### src/rtl/demux_1_4_buf.sv
// Buffered 1-to-4 demultiplexer.
// One valid/ready input stream carries a 2-bit channel select with each word.
// Each accepted word goes into one of four per-channel FIFOs. Each FIFO drains
// independently through its own first-word-fall-through valid/ready output.

// Per-channel FIFO. Its head entry is always presented on dout.
module demux_ch_fifo #(
    parameter int WIDTH = 8,
    parameter int DEPTH = 2
) (
    input  logic             clk,
    input  logic             rst,
    input  logic             push,
    input  logic             pop_req,
    input  logic [WIDTH-1:0] din,
    output logic [WIDTH-1:0] dout,
    output logic             valid,
    output logic             full
);
    localparam int PW = $clog2(DEPTH);
    localparam int CW = PW + 1;
    localparam logic [CW-1:0] FULL_CNT = CW'(DEPTH);

    logic [WIDTH-1:0] mem [DEPTH];
    logic [PW-1:0]    wr_ptr;
    logic [PW-1:0]    rd_ptr;
    logic [CW-1:0]    cnt;
    logic             wr;
    logic             rd;

    // The full check is repeated here so the FIFO protects itself
    // regardless of what the parent gates.
    assign wr    = push & ~full;
    assign rd    = pop_req & valid;
    assign valid = (cnt != '0);
    assign full  = (cnt == FULL_CNT);
    assign dout  = mem[rd_ptr];

    // Update the pointers, the occupancy and the storage.
    // A push and a pop in the same cycle leave the count unchanged.
    always_ff @(posedge clk) begin
        if (rst) begin
            wr_ptr <= '0;
            rd_ptr <= '0;
            cnt    <= '0;
            for (int i = 0; i < DEPTH; i++) mem[i] <= '0;
        end else begin
            if (wr) begin
                mem[wr_ptr] <= din;
                wr_ptr      <= wr_ptr + 1'b1;
            end
            if (rd) rd_ptr <= rd_ptr + 1'b1;
            case ({wr, rd})
                2'b10:   cnt <= cnt + 1'b1;
                2'b01:   cnt <= cnt - 1'b1;
                default: cnt <= cnt;
            endcase
        end
    end
endmodule

module demux_1_4_buf #(
    parameter int WIDTH = 8,
    parameter int DEPTH = 2
) (
    input  logic               clk,
    input  logic               rst,
    input  logic [1:0]         S,
    input  logic [WIDTH-1:0]   A,
    input  logic               in_valid,
    output logic               in_ready,
    output logic [4*WIDTH-1:0] F,
    output logic [3:0]         out_valid,
    input  logic [3:0]         out_ready,
    output logic               busy
);
    logic [3:0] full;

    // in_ready depends only on the selected channel's registered fullness.
    // It never depends on out_ready, so a full channel refuses a push
    // even in a cycle where it pops.
    assign in_ready = ~full[S];
    assign busy     = |out_valid;

    for (genvar g = 0; g < 4; g++) begin : g_ch
        logic push;
        assign push = in_valid & in_ready & (S == 2'(g));

        demux_ch_fifo #(.WIDTH(WIDTH), .DEPTH(DEPTH)) u_fifo (
            .clk     (clk),
            .rst     (rst),
            .push    (push),
            .pop_req (out_ready[g]),
            .din     (A),
            .dout    (F[g*WIDTH +: WIDTH]),
            .valid   (out_valid[g]),
            .full    (full[g])
        );
    end
endmodule

### config.mk
export PLATFORM = sky130hd
export DESIGN_NAME = demux_1_4_buf
export DESIGN_NICKNAME = d
export VERILOG_FILES = /design/src/rtl/demux_1_4_buf.sv
export SDC_FILE = /design/constraint.sdc
export NUM_CORES = 1
export LEC_CHECK = 0
export ABC_AREA = 1
export CORE_ASPECT_RATIO = 1.25
export CORE_MARGIN = 8
export CORE_UTILIZATION = 35
export DETAILED_ROUTE_END_ITERATION = 6
export DONT_BUFFER_PORTS = 1
export GPL_ROUTABILITY_DRIVEN = 0
export PLACE_DENSITY = 0.46
export SETUP_SLACK_MARGIN = 0.15
export SKIP_LAST_GASP = 1
export SLEW_MARGIN = 0
export SYNTH_ARGS = -nofsm -noshare
export SYNTH_HDL_FRONTEND = slang
export SYNTH_SLANG_ARGS = --single-unit
### constraint.sdc
create_clock -name clk -period 2.5 [get_ports clk]
set_clock_uncertainty 0.05 [all_clocks]
set_input_delay 0.5 -clock clk [delete_from_list [all_inputs] [get_ports clk]]
set_output_delay 0.5 -clock clk [all_outputs]
set_load 0.005 [all_outputs]
==> results of run 1 <==
[cell usage after synthesis, drive strengths merged]
cell type	n	area [um^2]
xor2	4	35.03
nand4	5	56.31
o21ai	12	60.05
nor3	16	80.08
nand3	7	40.04
dfxtp	20	400.4
nor2	75	306.5
clkbuf	9	33.78
nand2	35	146.4
inv	34	127.6
a21oi	16	80.08
buf	4	30.03
mux2	32	360.4
edfxtp	64	1922
ha	4	50.05
[logic make-up after synthesis]
logic type,Yosys count
and+or+nand+nor,138
DFF,84
buffers and inverters,47
muxes,32
AOI/OAI and AO/OA,28
xor gates and xnor gates,4
adders and majority gates,4
[power by group through the flow]
stage	Combinational (mW)	Clock, mW	Sequential, mW
floorplan	0.370	0	1.67
global placement	0.404	0	1.72
detailed placement	0.406	0	1.72
CTS	0.408	1.28	1.69
global route	0.447	1.33	1.71
finish	0.392	1.24	1.69
[worst max-delay path by stage]
stage / from / end / slack [ps]
final: g_ch[0].u_fifo.cnt[0] / g_ch[3].u_fifo.cnt[1] / 550
after global routing: g_ch[3].u_fifo.cnt[0] / g_ch[3].u_fifo.cnt[1] / 300
after CTS: g_ch[0].u_fifo.cnt[0] / g_ch[3].u_fifo.cnt[1] / 540
after detailed placement: S[0] / g_ch[3].u_fifo.cnt[1] / 450
after global placement: S[0] / g_ch[3].u_fifo.cnt[1] / 460
after floorplan: S[0] / g_ch[2].u_fifo.cnt[1] / 590
[sequential cells by signal, indices dropped and copies added (netlist names), named ones only]
name / flops
g_ch.u_fifo.wr_ptr: 4
g_ch.u_fifo.rd_ptr: 4
g_ch.u_fifo.cnt: 8
g_ch.u_fifo.mem: 64
[layer usage]
layer  wire length (um)  track usage (%)  vias to the layer above
li1                   -                -                     1145
met1               3830            16.09                     1084
met2               3816            17.71                       54
met3                469            3.669                        8
met4                125            4.805                        0
met5                  0                0                        -
[cells in the final DEF (no fill, tap or decap), types with 7 or more instances in the layout]
cell type  Yosys  layout
nor2_1        67      67
edfxtp_1      64      64
mux2_2        32      32
inv_1         31      31
nand2_1       29      29
dfxtp_1       20      20
a21oi_1       16      16
nor3_1        16      16
o21ai_0        9       9
clkbuf_16      0       9
nor2_2         7       7
[final cells by class]
| class | count | area, um^2 | area share, % |
|---|---|---|---|
| inverter | 34 | 127.6 | 3.095 |
| clock buffer | 11 | 252.7 | 6.129 |
| sequential | 84 | 2322 | 56.31 |
| multi-input combinational | 206 | 1215 | 29.46 |
| tap | 132 | 165.2 | 4.005 |
| timing repair buffer | 2 | 15.01 | 0.3641 |
| clock inverter | 5 | 26.28 | 0.6371 |
==> impl_metrics.tcl, run 1 <==
set metrics [dict create \
    outcome "completed" \
    worstReg2RegStart "g_ch[0].u_fifo.cnt[0]" \
    rsz0062_at_grt "false" \
    antenna_found_initial 0 \
    io_pins 55 \
    fillers 1063 \
    postPlaceCellArea_um2 3845 \
    ys_types 22 \
    dieHeight_um 131.4 \
    htree_levels 3 \
    total_power_mw 3.316 \
    cts_tree "yes" \
    critPathTopFamily "simple AND/OR/NAND/NOR gates" \
    fin_hold_ws_ps 186.0 \
    min_path_cells 1 \
    synth_top_family_by_area "simple AND/OR/NAND/NOR gates" \
    swShare_pct 25.37 \
    cts_resized 0 \
    grt_use_total_pct 12.06 \
    relSlewSlack_pct 72.69 \
    max-vdd-ir-drop_mv 0.3968 \
    crit_path_cell_trace "nor2_1 > nand2_1 > nand2_1 > inv_1 > nand3_2 > nor2_2 > inv_1 > ha_1 > a21oi_1 > o21ai_0 > o21ai_0 > a21oi_1" \
    grt_pass1_wl_um 12920 \
    cts_buffers 9 \
    synthMuxAreaShare_pct 9.664 \
    path_class "reg2reg" \
    tns_ps 0 \
    stdcell_count 474 \
    worstReg2RegEnd "g_ch[3].u_fifo.cnt[1]" \
    worst_pin_slew_ps 409.0 \
    postCtsSetupBuffers 0 \
    gr-total-overflow 0 \
    post-place-ws_ps 453.2 \
    crit_arrival_ps 2120 \
    synthAdderAreaFrac_pct 1.342 \
    clock_path_buffers 2 \
    ctsHoldBuffers 0 \
    cts_sinks 84 \
    row_count 42 \
    setup_viol 0 \
    post-route-drc-count 0 \
    crit_path_max_incr_delay_ps 420 \
    hold_viol_final 0 \
    wl_per_cell_um 17.39 \
    finalNetCount 358 \
    crit_required_ps 2670 \
    min_to "g_ch[2].u_fifo.cnt[0]" \
    dr.pass1.iters 4 \
    initial_core_util_pct 35.48 \
    crit_cells 12 \
    synthesis.area_um2 3729 \
    final_cell_area_um2 4124 \
    synth_compound_area_share_pct 3.758 \
    yosys.area_share.simple_pct 16.88 \
    min_period_over_period_pct 77.94 \
    syn_nets 358 \
    worst_path_max_delay_cell "dfxtp_1" \
    synth_xor_area_share_pct 0.9396 \
    numPortBuffers 0 \
    coreArea_um2 10510 \
    p_switching_uw 841.2 \
    internal_power_mw 2.474 \
    p_leak_nw 1.684 \
    yosysWarningCount 0 \
    ys_seq_area_share_pct 62.28 \
    cap_violations 0 \
    power_frac_comb_pct 11.8 \
    cts_root_buffer "clkbuf_16" \
    worst-path-buf-inv 2 \
    place_hpwl_um 5751 \
    num_antenna_cells 0 \
    syn_area_per_cell_um2 11.06 \
    slew_violations 0 \
    synth_seq_cells 84 \
    wirelength_um 8242 \
    start_kind "register" \
    min_path_type "in2reg" \
    path_clk_slew_ps 60 \
    pwr-share-seq_pct 50.9 \
    fin_crit_ps 1948 \
    reg2regPathDepth 12 \
    vias 2291 \
    ant_nets 0 \
    first_global_vias 2232 \
    worst_slack_ps 551.6 \
    fmax_mhz 513.2 \
    dieArea_um2 14230 \
    drt_iter0_markers 192 \
    dp_cells 458 \
    pwr_density_cell_nw_per_um2 804.0 \
    fin_util_pct 39.24 \
    netlist_instances 337 \
    detail_route.vias_per_cell 4.833 \
    areaGrowthSynthToFinish_pct 10.60 \
    clkLatencyLatePin_ps 330 \
    cp-end-kind "register" \
    die_w_um 108.3 \
    grt_max_degree 26 \
    layout-drive-gt1-share_pct 20.76 \
    hp-start "rst" \
    reg2reg_slack_ps 550 \
    cp_max_fo 6 \
    clkPwrFrac_pct 37.3 \
]
Note: power is estimated with default switching activity, not from simulation.
==> inputs of run 2 (changes only) <==
--- a/config.mk
+++ b/config.mk
@@ -12,7 +12,7 @@
 export DETAILED_ROUTE_END_ITERATION = 6
 export DONT_BUFFER_PORTS = 1
 export GPL_ROUTABILITY_DRIVEN = 0
-export PLACE_DENSITY = 0.46
+export PLACE_DENSITY = 0.48
 export SETUP_SLACK_MARGIN = 0.15
 export SKIP_LAST_GASP = 1
 export SLEW_MARGIN = 0
==> constraint.sdc (replaced) <==
create_clock -name clk -period 1.6 [get_ports clk]
set_clock_uncertainty 0.05 [all_clocks]
set_input_delay 0.32 -clock clk [delete_from_list [all_inputs] [get_ports clk]]
set_output_delay 0.32 -clock clk [all_outputs]
set_load 0.005 [all_outputs]
==> run 2 against run 1 <==
Compared with the run above:
- the flow now finishes with violations (setup timing)
- die area did not move
- utilization grew 13 points
- critical path depth grew 1
- non-clock buffer count is 54 higher
- first-iteration DRC count rose by 0.52%
- register-to-register slack got worse by 580 ps
- final cell count grew 11%
==> impl_metrics.tcl, run 2 (same netlist as run 1, synthesis figures left out) <==
set metrics [dict create \
    cts_sinks 84 \
    gr-total-overflow 0 \
    final_cell_area_um2 5448 \
    hold_viol_final 0 \
    place_hpwl_um 6181 \
    crit_required_ps 1780 \
    clock_path_buffers 2 \
    min_path_type "in2reg" \
    grt_max_degree 23 \
    first_global_vias 2727 \
    coreArea_um2 10510 \
    regMostFlops "g_ch.u_fifo.mem" \
    crit_arrival_ps 1810 \
    cap_violations 0 \
    worst-path-buf-inv 3 \
    die_w_um 108.3 \
    layout-drive-gt1-share_pct 55.30 \
    worst_pin_slew_ps 619.8 \
    p_leak_nw 2.177 \
    stdcell_count 528 \
    postPlaceCellArea_um2 4313 \
    areaGrowthSynthToFinish_pct 46.11 \
    layout_common_cells "edfxtp_1 (64), nor2_1 (38), mux2_4 (32)" \
    tns_ps -80.76 \
    critPathTopFamily "compound AO/OA/AOI/OAI gates" \
    worst_slack_ps -32.23 \
    row_count 42 \
    ant_nets 0 \
    dieHeight_um 131.4 \
    rsz0062_at_grt "true" \
    wirelength_um 9254 \
    setup_viol 4 \
    antenna_found_initial 0 \
    cp_max_fo 3 \
    detail_route.vias_per_cell 4.938 \
    slew_violations 0 \
    cts_buffers 9 \
    min_period_over_period_pct 102.0 \
    cp-end-kind "register" \
    vias 2607 \
    worst_path_max_delay_cell "dfxtp_2" \
    io_pins 55 \
    grt_use_total_pct 13.34 \
    cts_tree "yes" \
    outcome "complete, but fails checks" \
    violations "setup timing" \
    initial_core_util_pct 35.48 \
    wl_per_cell_um 17.53 \
    total_power_mw 6.283 \
    htree_levels 3 \
    crit_path_frequent_cell "inv_2" \
    max-vdd-ir-drop_mv 0.5879 \
    path_class "reg2reg" \
    relSlewSlack_pct 58.63 \
    start_kind "register" \
    reg2reg_slack_ps -30 \
    drt_iter0_markers 193 \
    numPortBuffers 0 \
    crit_path_max_incr_delay_ps 340 \
    fmax_mhz 612.7 \
    dp_cells 492 \
    fin_crit_ps 1632 \
    num_antenna_cells 0 \
    clkLatencyLatePin_ps 340 \
    largest_reg_flops 64 \
    path_clk_slew_ps 60 \
    fin_hold_ws_ps 131.1 \
    post-route-drc-count 0 \
    crit_path_cell_trace "inv_2 > nor2_1 > nand2_1 > nand2_2 > inv_2 > nand3_4 > nor2_4 > inv_2 > ha_4 > a21oi_2 > o21ai_1 > o21ai_1 > a21oi_1" \
    cts_root_buffer "clkbuf_16" \
    final_common_cell "edfxtp_1" \
    grt_pass1_wl_um 14420 \
    finalNetCount 412 \
    dieArea_um2 14230 \
    dr.pass1.iters 4 \
    reg.largest.list "g_ch.u_fifo.mem x64, g_ch.u_fifo.cnt x8" \
    pwr_density_cell_nw_per_um2 1153 \
]
## run 2: cell types whose count changed in the layout (fill, tap and decap cells not counted), sizes merged
| cell | change |
|---|---|
| dlygate4sd3 | +1 |
| buf | +53 |
| bufinv | +3 |
| clkinv | -4 |
| inv | +1 |
| clkinvlp | +2 |
| clkbuf | -2 |
## run 2: cell type report
class / instances / area (um^2)
repair buffers: 56 / 560.5
fillers: 932 / 5062
well taps: 132 / 165.2
clock inverters: 7 / 122.6
flip-flops and latches: 84 / 2351
inverters: 34 / 136.4
multi-input cells: 206 / 1887
clock buffers: 9 / 225.2
## run 2: per-layer routing
layer / GRT usage [%] / part of all wire (%) / wire length, um
met5: 0 / 0 / 0
met4: 5.416 / 2.2 / 199
met3: 4.501 / 4.9 / 451
met2: 21.55 / 51 / 4681
met1: 15.72 / 42 / 3922
## run 2: final timing paths
check,cells past startpoint,end,start
hold reg to reg,1,register,g_ch[3].u_fifo.rd_ptr
hold / removal,1,g_ch[2].u_fifo.mem[0][1],rst
setup / recovery,13,g_ch[3].u_fifo.cnt[1],g_ch[0].u_fifo.cnt[1]
setup reg to reg,13,g_ch[3].u_fifo.cnt[1],g_ch[0].u_fifo.cnt[1]
## run 2: worst reg2reg max path, cell delays in order, from the launching register on
cell	delay [ps]
dfxtp_2	340
inv_2	60
nor2_1	30
nand2_1	70
nand2_2	70
inv_2	70
nand3_4	90
nor2_4	100
inv_2	50
ha_4	210
a21oi_2	110
o21ai_1	100
o21ai_1	130
a21oi_1	50
## run 2: where the power goes
part	total, mW	leakage [nW]	internal, mW	switching (mW)
clock	2.41	0.163	1.54	0.872
combinational	1.20	1.18	0.636	0.563
sequential	2.68	0.834	2.52	0.158
## run 2: stage by stage
step | util, % | setup slack [ps]
after detailed placement | 41.04 | -150.6
after global routing | 51.83 | -141.1
final | 51.83 | -32.23
after CTS | 48.57 | -23.06
after global placement | 41.04 | -188.8
after floorplan | - | -19.46
## run 2: timing repair
| action | CTS | global route |
|---|---|---|
| pin swaps | 20 | 16 |
| cloned | 1 | 1 |
| gates resized for setup | 99 | 72 |
| hold buffers | 1 | 0 |
| buffers inserted | 8 | 9 |
| hold endpoints to repair | 4 | 0 |
| endpoints found under the setup margin | 156 | 177 |
==> inputs of run 3 (changes only) <==
--- a/config.mk
+++ b/config.mk
@@ -6,13 +6,13 @@
 export NUM_CORES = 1
 export LEC_CHECK = 0
 export ABC_AREA = 1
+export CAP_MARGIN = 20
 export CORE_ASPECT_RATIO = 1.25
 export CORE_MARGIN = 8
 export CORE_UTILIZATION = 35
 export DETAILED_ROUTE_END_ITERATION = 6
 export DONT_BUFFER_PORTS = 1
 export GPL_ROUTABILITY_DRIVEN = 0
-export PLACE_DENSITY = 0.48
 export SETUP_SLACK_MARGIN = 0.15
 export SKIP_LAST_GASP = 1
 export SLEW_MARGIN = 0
==> run 3 against run 2 <==
Compared with the run above:
- critical path type is now reg2out
- the flow still finishes with violations (setup timing)
- sequential share of layout area decreased by 0.62 points
- wire length decreased by 0.14%
- sequential cell count unchanged
- die area unchanged
- setup slack improved by 4.9 ps
- clock-buffer cell count increased by 4
- sequential power about the same
- largest power group unchanged
- power decreased by 3.7%
- design area increased by 1.4%
==> impl_metrics.tcl, run 3 (same netlist as run 1, synthesis figures left out) <==
set metrics [dict create \
    outcome "complete, but fails checks" \
    violations "setup timing" \
    ant_nets 0 \
    vias 2599 \
    p_leak_nw 2.147 \
    slew_violations 0 \
    worst_slack_ps -27.35 \
    path_class "reg2out" \
    clkLatencyLatePin_ps 340 \
    cp_max_fo 3 \
    fillers 912 \
    num_antenna_cells 0 \
    start_kind "register" \
    grt_pass1_wl_um 14170 \
    dr.pass1.iters 4 \
    fin_util_pct 52.54 \
    gr-total-overflow 0 \
    hold_viol_final 0 \
    io_pins 55 \
    coreArea_um2 10510 \
    fin_crit_ps 1627 \
    cap_violations 0 \
    detail_route.vias_per_cell 4.950 \
    regMostFlops "g_ch.u_fifo.mem" \
    dieHeight_um 131.4 \
    numPortBuffers 0 \
    row_count 42 \
    cts_tree "yes" \
    final_cell_area_um2 5522 \
    path_clk_slew_ps 60 \
    grt_max_degree 23 \
    min_period_over_period_pct 101.7 \
    initial_core_util_pct 35.48 \
    wirelength_um 9241 \
    cts_buffers 9 \
    layout_common_cells "edfxtp_1 (64), nor2_4 (36), nor2_1 (30)" \
    post-route-drc-count 0 \
    final_common_cell "edfxtp_1" \
    finalNetCount 409 \
    crit_arrival_ps 1260 \
    layout-drive-gt1-share_pct 56.49 \
    relSlewSlack_pct 51.21 \
    fin_hold_ws_ps 134.3 \
    fmax_mhz 614.5 \
    cts_root_buffer "clkbuf_16" \
    antenna_found_initial 0 \
    place_hpwl_um 6080 \
    wl_per_cell_um 17.60 \
    largest_reg_flops 64 \
    regArea_um2 2349 \
    max-vdd-ir-drop_mv 0.5945 \
    pwr_density_cell_nw_per_um2 1095 \
    postPlaceCellArea_um2 4313 \
    grt_use_total_pct 13.15 \
    multi_input_area_um2 1991 \
    drt_iter0_markers 134 \
    rsz0062_at_grt "true" \
    die_w_um 108.3 \
    reg2reg_slack_ps -20 \
    cts_sinks 84 \
    clock_path_buffers 2 \
    crit_required_ps 1230 \
    areaGrowthSynthToFinish_pct 48.09 \
    dieArea_um2 14230 \
    reg.largest.list "g_ch.u_fifo.mem x64, g_ch.u_fifo.cnt x8" \
    setup_viol 3 \
    cp-end-kind "output port" \
    htree_levels 3 \
    worst_pin_slew_ps 731.0 \
    min_path_type "in2reg" \
    first_global_vias 2639 \
]
==> run 3: cell count changes in the layout (fill, tap and decap cells not counted), moves of 3 or more <==
cell,previous run,this run
nor3_2,13,7
nor2_2,16,9
nor3_4,3,9
mux2_4,32,24
buf_6,20,17
buf_4,30,27
nor2_4,21,36
mux2_2,0,8
nor2_1,38,30
==> run 3: final timing paths <==
path                              start                  endpoint  depth (start not counted)
setup reg to reg  g_ch[1].u_fifo.cnt[1]     g_ch[3].u_fifo.cnt[1]                         13
hold reg to reg   g_ch[0].u_fifo.rd_ptr                  register                          1
setup / recovery  g_ch[1].u_fifo.cnt[1]                  in_ready                          7
hold / removal                      rst  g_ch[3].u_fifo.mem[0][3]                          1
==> run 3: timing repair <==
| item | 4_1_cts | 5_1_grt |
|---|---|---|
| hold buffers | 1 | 0 |
| endpoints found under the hold margin | 4 | 0 |
| gates cloned | 1 | 1 |
| gates resized for setup | 98 | 93 |
| pin swaps | 16 | 13 |
| setup buffers | 8 | 6 |
| setup endpoints to repair | 144 | 174 |
==> run 3: area by class of cell <==
cell class | count | area share [%]
Tap cell | 132 | 2.991
Sequential cell | 84 | 42.53
Clock buffer | 13 | 5.099
Multi-Input combinational cell | 206 | 36.05
Clock inverter | 3 | 0.7705
Inverter | 34 | 2.425
Timing Repair Buffer | 53 | 10.13
==> run 3: worst max-delay path: stages (launching register included) <==
cell     delay (ps)
dfxtp_2         330
inv_2            60
nor2_2           40
nand2_1          60
nand2_2          60
buf_4           140
nor2_4          130
buf_6           110
==> run 3: through the flow <==
stage	setup TNS (ps)	cells	worst slack [ps]	total power, mW
global route	-2782	525	-133.6	6.291
floorplan	-38.72	337	-19.46	3.272
CTS	-31.10	518	-19.89	5.995
detailed placement	-120.8	492	-67.91	3.575
global placement	-37.78	492	-29.75	3.551
finish	-48.18	525	-27.35	6.048
==> run 3: power breakdown <==
group	switching [mW]	internal, mW	total (mW)
Combinational	0.584	0.590	1.17
Clock	0.827	1.39	2.21
Sequential	0.143	2.52	2.66
==> run 3: layer usage <==
layer  wire [um]  vias up  track usage, %
li1            -     1251               -
met1        3913     1287           16.01
met2        4784       50           20.94
met3         429       11           4.501
met4         115        0           4.653
met5           0        -               0
